$ cat src/rtl/pif6502_pkg.sv
// Shared definitions for the PIF 6502 memory-bus controller: address map,
// controller states and decoded access regions.
package pif6502_pkg;

  localparam logic [15:0] RAM_BASE = 16'h0000;
  localparam logic [15:0] RAM_TOP  = 16'h3FFF;
  localparam logic [15:0] IO_BASE  = 16'h4000;
  localparam logic [15:0] IO_TOP   = 16'hBFFF;
  localparam logic [15:0] ROM_BASE = 16'hC000;
  localparam logic [11:0] ROM_MASK = 12'hFFF;

  typedef enum logic [1:0] {
    IDLE,
    ROM_WAIT,
    RAM_WAIT,
    IO_WAIT
  } state_t;

  typedef enum logic [1:0] {
    RAM,
    IO,
    ROM
  } region_t;

endpackage

$ cat src/rtl/cpu6502_addr_decode.sv
// Combinational decode of a CPU byte address into its target region and the
// region-local address. ROM space is mirrored every 4 KB.
module cpu6502_addr_decode
  import pif6502_pkg::*;
(
  input  logic [15:0] cpu_addr_i,
  output region_t     region_o,
  output logic [11:0] rom_addr_o,
  output logic [13:0] ram_addr_o,
  output logic [14:0] io_addr_o
);

  // Region select plus local address for every target.
  always_comb begin
    rom_addr_o = cpu_addr_i[11:0] & ROM_MASK;
    ram_addr_o = 14'(cpu_addr_i - RAM_BASE);
    io_addr_o  = cpu_addr_i[14:0];
    if (cpu_addr_i >= ROM_BASE) begin
      region_o = ROM;
    end else if (cpu_addr_i >= IO_BASE) begin
      region_o = IO;
    end else begin
      region_o = RAM;
    end
  end

endmodule

$ cat src/rtl/cpu6502_bus_ctrl.sv
// Memory-bus controller between the 6502 core and boot ROM, work RAM and the
// external I/O window. One access in flight at a time; the CPU is stalled
// until a single-cycle cpu_done pulse returns the read data.
module cpu6502_bus_ctrl
  import pif6502_pkg::*;
#(
  parameter int unsigned IO_TIMEOUT = 255
) (
  input  logic        clk,
  input  logic        reset,
  input  logic        cpu_req,
  input  logic        cpu_we,
  input  logic [15:0] cpu_addr,
  input  logic [7:0]  cpu_dout,
  output logic [7:0]  cpu_din,
  output logic        cpu_done,
  output logic [11:0] rom_address,
  output logic        rom_oe,
  input  logic        rom_valid,
  input  logic [7:0]  rom_q,
  output logic [13:0] ram_address,
  output logic        ram_oe,
  output logic        ram_we,
  output logic [7:0]  ram_wdata,
  input  logic        ram_valid,
  input  logic [7:0]  ram_q,
  output logic [14:0] io_addr,
  output logic        io_rd,
  output logic        io_wr,
  output logic [7:0]  io_wdata,
  input  logic        io_ack,
  input  logic [7:0]  io_rdata,
  output logic        err_rom_write,
  output logic        err_io_timeout
);

  localparam int unsigned      CNT_W    = $clog2(IO_TIMEOUT + 1);
  localparam logic [CNT_W-1:0] CNT_LAST = CNT_W'(IO_TIMEOUT - 1);

  state_t           state_q;
  logic             we_q;
  logic [7:0]       cpu_din_q;
  logic             cpu_done_q;
  logic [11:0]      rom_address_q;
  logic             rom_oe_q;
  logic [13:0]      ram_address_q;
  logic             ram_oe_q;
  logic             ram_we_q;
  logic [7:0]       ram_wdata_q;
  logic [14:0]      io_addr_q;
  logic             io_rd_q;
  logic             io_wr_q;
  logic [7:0]       io_wdata_q;
  logic [CNT_W-1:0] io_cnt_q;
  logic             err_rom_write_q;
  logic             err_io_timeout_q;

  region_t          dec_region;
  logic [11:0]      dec_rom_addr;
  logic [13:0]      dec_ram_addr;
  logic [14:0]      dec_io_addr;

  cpu6502_addr_decode u_decode (
    .cpu_addr_i (cpu_addr),
    .region_o   (dec_region),
    .rom_addr_o (dec_rom_addr),
    .ram_addr_o (dec_ram_addr),
    .io_addr_o  (dec_io_addr)
  );

  // Access sequencer: accept, strobe the target, wait for its response, pulse done.
  always_ff @(posedge clk) begin
    if (reset) begin
      state_q          <= IDLE;
      we_q             <= 1'b0;
      cpu_din_q        <= '0;
      cpu_done_q       <= 1'b0;
      rom_address_q    <= '0;
      rom_oe_q         <= 1'b0;
      ram_address_q    <= '0;
      ram_oe_q         <= 1'b0;
      ram_we_q         <= 1'b0;
      ram_wdata_q      <= '0;
      io_addr_q        <= '0;
      io_rd_q          <= 1'b0;
      io_wr_q          <= 1'b0;
      io_wdata_q       <= '0;
      io_cnt_q         <= '0;
      err_rom_write_q  <= 1'b0;
      err_io_timeout_q <= 1'b0;
    end else begin
      cpu_done_q <= 1'b0;
      rom_oe_q   <= 1'b0;
      ram_oe_q   <= 1'b0;
      ram_we_q   <= 1'b0;
      case (state_q)
        IDLE: begin
          // The CPU still holds cpu_req while done is high; skipping that
          // cycle keeps a completed request from being issued twice.
          if (cpu_req && !cpu_done_q) begin
            we_q <= cpu_we;
            case (dec_region)
              ROM: begin
                rom_address_q <= dec_rom_addr;
                if (cpu_we) begin
                  err_rom_write_q <= 1'b1;
                end else begin
                  rom_oe_q <= 1'b1;
                end
                state_q <= ROM_WAIT;
              end
              RAM: begin
                ram_address_q <= dec_ram_addr;
                if (cpu_we) begin
                  ram_we_q    <= 1'b1;
                  ram_wdata_q <= cpu_dout;
                end else begin
                  ram_oe_q <= 1'b1;
                end
                state_q <= RAM_WAIT;
              end
              IO: begin
                io_addr_q <= dec_io_addr;
                io_rd_q   <= !cpu_we;
                io_wr_q   <= cpu_we;
                if (cpu_we) begin
                  io_wdata_q <= cpu_dout;
                end
                io_cnt_q <= '0;
                state_q  <= IO_WAIT;
              end
              default: state_q <= IDLE;
            endcase
          end
        end
        ROM_WAIT: begin
          if (we_q) begin
            cpu_done_q <= 1'b1;
            state_q    <= IDLE;
          end else if (rom_valid) begin
            cpu_din_q  <= rom_q;
            cpu_done_q <= 1'b1;
            state_q    <= IDLE;
          end
        end
        RAM_WAIT: begin
          if (we_q) begin
            cpu_done_q <= 1'b1;
            state_q    <= IDLE;
          end else if (ram_valid) begin
            cpu_din_q  <= ram_q;
            cpu_done_q <= 1'b1;
            state_q    <= IDLE;
          end
        end
        IO_WAIT: begin
          if (io_ack) begin
            if (!we_q) begin
              cpu_din_q <= io_rdata;
            end
            cpu_done_q <= 1'b1;
            io_rd_q    <= 1'b0;
            io_wr_q    <= 1'b0;
            state_q    <= IDLE;
          end else if (io_cnt_q == CNT_LAST) begin
            cpu_din_q        <= 8'hFF;
            err_io_timeout_q <= 1'b1;
            cpu_done_q       <= 1'b1;
            io_rd_q          <= 1'b0;
            io_wr_q          <= 1'b0;
            state_q          <= IDLE;
          end else begin
            io_cnt_q <= io_cnt_q + 1'b1;
          end
        end
        default: state_q <= IDLE;
      endcase
    end
  end

  assign cpu_din        = cpu_din_q;
  assign cpu_done       = cpu_done_q;
  assign rom_address    = rom_address_q;
  assign rom_oe         = rom_oe_q;
  assign ram_address    = ram_address_q;
  assign ram_oe         = ram_oe_q;
  assign ram_we         = ram_we_q;
  assign ram_wdata      = ram_wdata_q;
  assign io_addr        = io_addr_q;
  assign io_rd          = io_rd_q;
  assign io_wr          = io_wr_q;
  assign io_wdata       = io_wdata_q;
  assign err_rom_write  = err_rom_write_q;
  assign err_io_timeout = err_io_timeout_q;

endmodule
$ cat config.mk
export PLATFORM = sky130hd
export DESIGN_NAME = cpu6502_bus_ctrl
export DESIGN_NICKNAME = d
export VERILOG_FILES = /design/src/rtl/pif6502_pkg.sv /design/src/rtl/cpu6502_addr_decode.sv /design/src/rtl/cpu6502_bus_ctrl.sv
export SDC_FILE = /design/constraint.sdc
export NUM_CORES = 1
export LEC_CHECK = 0
export ABC_AREA = 1
export CAP_MARGIN = 10
export CORE_MARGIN = 4
export CORE_UTILIZATION = 50
export DETAILED_ROUTE_END_ITERATION = 8
export HOLD_SLACK_MARGIN = 0.06
export PLACE_DENSITY_LB_ADDON = 0.08
export SLEW_MARGIN = 10
export SYNTH_ARGS = -nofsm -noshare
export SYNTH_HDL_FRONTEND = slang
export SYNTH_HIERARCHICAL = 1
export SYNTH_SLANG_ARGS = --single-unit
$ cat constraint.sdc
create_clock -name clk -period 4.67 [get_ports clk]
set_clock_uncertainty 0.05 [all_clocks]
set_input_delay 0.467 -clock clk [delete_from_list [all_inputs] [get_ports clk]]
set_output_delay 0.467 -clock clk [all_outputs]
set_load 0.01 [all_outputs]
Yosys cells after proc, flatten, opt, wreduce, memory -nomap -nowiden:

Index checks and enable logic that the tools add are counted.
Widths: inputs -> output; s select.

* register bits after elaboration: 84
* word-level logic and storage cells: 105

* add/sub/neg operators: 1
* $lt $le $gt $ge: 2
* eq/ne operators: 18
* multiplexer cells: 41
* bitwise operators: 5
* reductions and logical operators: 21

Operator list (number)
* $mux 8: 11
* $pmux 8 s3: 1
* $reduce_and 4->1: 5
* $ge 16x15->1 const B: 1
* $ge 16x16->1 const B: 1
* $mux 2: 8
* $pmux 8 s2: 1
* $mux 1: 15
* $ne 2x2->1 const B: 7
* $ne 3x3->1 const B: 4
* $reduce_and 3->1: 4
* $add 8x1->8 const B: 1
* $eq 8x8->1 const B: 1
* $pmux 2 s4: 1
* $reduce_or 4->1: 2
* $reduce_and 7->1: 1
* $eq 2x2->1 const B: 3
* $pmux 2 s3: 1
* $not 1->1: 5
* $reduce_and 5->1: 1
* $eq 2x1->1 const B: 2
* $logic_not 2->1: 2
* $pmux 1 s2: 2
* $pmux 1 s3: 1
* 6 further kinds: 7

Depth between registers and ports, before layout:

* depth in word-level cells: 7
* gate-level depth with buffers: 10

Modules after synthesis:

Netlist, hierarchy kept.

Modules (own cells, without submodules)
* cpu6502_bus_ctrl: instances 1, cells an instance 503, area an instance 3692.3 µm², sequential area each 1681.6 µm²
* cpu6502_addr_decode: instances 1, cells an instance 45, area an instance 340.3 µm², sequential area each 0.0 µm²

Worst setup path after synthesis:

OpenSTA, ideal clock, no wires.

* kind: input to register
* start point: input cpu_addr[14]
* end point: register io_addr_q[10], in the netlist io_addr[10]
* library setup time: 0.070 ns
* arrival: 1.686 ns
* data required time: 4.550 ns
* setup slack: 2.863 ns
* stages on the path: 7
* buffers on the path: 1
* path through: inv_1 ha_1 ha_1 nand4_4 clkbuf_1 nand2_1 a21oi_1

* cells in the longest elaborated chain, start to end: 5
* elaborated cells on any way between the ends: 6
* classes of those cells: order compare: 2; eq/ne: 1; mux: 2; reduce/logical: 1

RTL lines
* from (decl): RTL line cpu6502_bus_ctrl.sv:13 `input logic [15:0] cpu_addr,`
* $ge 16x15->1: RTL line cpu6502_addr_decode.sv:20 `end else if (cpu_addr_i >= IO_BASE) begin`
* $mux 1: RTL line cpu6502_addr_decode.sv:20
* $mux 2 (*): RTL line cpu6502_addr_decode.sv:18 `if (cpu_addr_i >= ROM_BASE) begin`
* via dec_region[0]: RTL line cpu6502_bus_ctrl.sv:58 `region_t dec_region;`
* $eq 2x1->1 (*): RTL line cpu6502_bus_ctrl.sv:102 `case (dec_region)`
* $reduce_and 3->1 (no line) (*)
* to (signal assigned): RTL line cpu6502_bus_ctrl.sv:123 `io_addr_q <= dec_io_addr;`
* to (decl): RTL line cpu6502_bus_ctrl.sv:50 `logic [14:0] io_addr_q;`

The timed path passes the listed nets; every way through them passes the cells marked *.
A chain may end at the register's enable or synchronous reset.

Final worst setup path:

* start point: input cpu_addr[14]
* end point: register rom_address_q[1], in the netlist rom_address[1]

* cells in the longest elaborated chain, start to end: 5
* elaborated cells on any way between the ends: 6
* classes of those cells: order compare: 2; eq/ne: 1; mux: 2; reduce/logical: 1

RTL lines
* $ge 16x15->1: RTL line cpu6502_addr_decode.sv:20
* $mux 1: RTL line cpu6502_addr_decode.sv:20
* $mux 2 (*): RTL line cpu6502_addr_decode.sv:18
* via dec_region[0]: RTL line cpu6502_bus_ctrl.sv:58
* $eq 2x2->1 (*): RTL line cpu6502_bus_ctrl.sv:102
* $reduce_and 3->1 (no line) (*)
* to (signal assigned): RTL line cpu6502_bus_ctrl.sv:104 `rom_address_q <= dec_rom_addr;`
* to (decl): RTL line cpu6502_bus_ctrl.sv:44 `logic [11:0] rom_address_q;`

Marked as above.

==> summary.md <==
| Metric | Value |
|---|---|
| Status | complete, no violations |
| Gr usage total | 21.2% |
| Nets | 694 |
| Commonest non-fill, non-tap cell in the layout | clkdlybuf4s50_1 |
| Clock slew at the register clock pins of the worst setup and hold paths | 90 ps |
| Max IR drop VDD | 219 uV |
| Die Height | 97.8 um |
| CTS H-tree depth | 3 |
| Dominant cell type by area after synthesis | dfxtp_1 |
| Seq/Total Area, Yosys | 41.7% |
| DRT Pass-1 Iters | 4 |
| Share of layout cells above drive strength 1 | 6.18% |
| Routability cong. | 0.880 |
| Port Buf Inserts | 127 |
| Starting DRT DRC Count | 187 |
| Skew-Pair Late Insertion Delay | 350 ps |
| Yosys Warn Count | 6 |
| Hold crit path type | reg2reg |
| Worst-path maximum fanout | 13 |
| CP endpoint kind | register |
| Largest net degree at the start of global routing | 31 |
| Startpoint Class | input port |
| Cell variety after synth | 28 |
| Yosys reg bits | 84 |
| Hold_buf cts | 0 |
| Final Slew Violations | 0 |
| Main synth FF type | dfxtp_1 |
| Vias/cell | 4.91 |
| Postcts setup bufs | 0 |
| Final Total Pwr | 2.10 mW |
| Leading cell types in the layout, fill and taps excluded | 127 x clkdlybuf4s50_1, 122 x nor2_1, 97 x nand2_1 |
| Number of global-route vias before repair | 3423 |
| Hold Vio Cnt, Final | 0 |
| Avg Cell Area, Syn | 7.36 sq um |
| Final wirelength | 10.3 mm |
| # resized after CTS | 0 |
| Synthesized area | 4030 sq um |
| Top-Level Pins | 128 |
| Synthesized Nets | 616 |
| Fin worst setup slack | 1900 ps |
| Slew headroom | 46.3% |
| Post-synth top area share | 41.7% |
| Clk sinks | 84 |
| Initial Util | 51.9% |
| Worst slack at placement | 1590 ps |
| Setup violators final | 0 |
| Routed vias | 3602 |
| CTS tree | built |
| First-pass GRT wire length | 16.7 mm |
| Number of synthesized flops with an enable pin | 0 |
| Largest cells by area after synthesis | dfxtp_1 42%, nor2_1 11%, nand2_1 9.0%, buf_4 8.0%, o21ai_0 5.7% |
| Worst setup path class | in2reg |
| Die Area | 9570 sq um |
| Peak Freq | 361 MHz |
| Core Footprint | 7770 sq um |
| Layout area overhead | 28.7% |
| Lkg Pwr | 2.09 nW |
| Fin crit period | 2770 ps |
| Drt wl/cell | 14.0 um |
| Row cnt | 32 |
| Mapped Cells | 548 |
| Antenna violations before repair | 0 |
| Fin Hold WS | 419 ps |
| Root buf cell | clkbuf_8 |
| Routed Antenna Nets | 0 |
| # diodes | 0 |
| Final period utilization | 59.3% |
| Asr flop ratio synth | 0% |
| Remaining DRCs | 0 |
| RSZ-0062 raised after global routing | false |
| Slew @ Worst Pin | 805 ps |
| Detail Placement HPWL | 7.47 mm |
| Die span in x | 97.8 um |
| Congestion Overflow GR | 0 |
| Critical path data required time | 4860 ps |
| Max Cap Violations | 0 |
| Cts bufs inserted | 9 |
| Setup TNS | 0 ps |
| Arr. time, crit path | 2960 ps |
| Pwr dens | 404 nW/um^2 |
| Maximum clock path buffer count | 2 |
layer usage:
metal  vias to the layer above  part of all wire [%]  wire length [um]  global-route usage [%]
met2                       106                    47              4860                    35.0
met4                         0                   1.0               104                    5.32
met5                         -                     0                 0                       0
li1                       1865                     -                 -                       -
met1                      1622                    44              4500                    26.7
met3                         9                   7.8               796                    7.00
synth_stat cells (2+ instances only):
master / n
inv_2: 4
dfxtp_1: 84
nand3_1: 29
nor3_1: 2
buf_6: 5
nor2_4: 4
clkbuf_1: 8
nand2_2: 3
nand3_2: 2
nand2_1: 97
nand2_4: 2
ha_1: 13
a21oi_1: 40
o21ai_0: 46
buf_2: 6
nand4_1: 3
nor3b_1: 2
inv_1: 25
nor2_1: 122
buf_4: 43
worst paths after layout:
kind / from / end / slack, ps / cells past startpoint
worst max register to register: state_q[0] / io_rd / 2450 / 7
worst min-delay path: io_addr[14] / io_addr[14] / 420 / 2
worst min register to register: io_addr[14] / io_addr[14] / 420 / 2
worst max-delay path: cpu_addr[14] / rom_address[1] / 1900 / 10
through the flow:
stage / instance area [sq um] / instances / utilization, %
after floorplan: 4030 / 548 / -
after global placement: 5010 / 717 / 64.5
after detailed placement: 5010 / 717 / 64.5
after CTS: 5190 / 733 / 66.8
after global routing: 5190 / 733 / 66.8
final: 5190 / 733 / 66.8
critical path, cell delays in order:
cell	delay (ps)
clkdlybuf4s50_1	540
inv_1	60
ha_1	330
inv_1	100
ha_1	180
nand2_1	60
nor2_1	550
inv_1	390
nor2_1	210
nor2_1	70
report_power, final:
part           internal, mW  switching [mW]
logic                 0.340           0.402
clock network         0.201           0.283
registers             0.817          0.0553
cell type report:
type / count / area, sq um
Fill cell: 701 / 2580
Tap cell: 102 / 128
Clock buffer: 9 / 124
Inverter: 30 / 114
Timing Repair Buffer: 129 / 1290
Sequential cell: 84 / 1680
Clock inverter: 7 / 57.6
Multi-Input combinational cell: 372 / 1800
flip-flops by register name, indices dropped and copies added, names as in the netlist, 2 cells and up:
register	count
io_cnt_q	8
state_q	2
ram_wdata	8
rom_address	12
ram_address	14
io_wdata	8
cpu_din	8
io_addr	15
kinds of logic after synthesis:
kind of cell    count (synthesis)  synth area share (%)
simple gates                  270                  29.3
buf+inv                        92                  13.7
compound gates                 89                  11.2
flops                          84                  41.7
fa+ha+maj                      13                  4.03
Note: power is estimated with default switching activity, not from simulation.
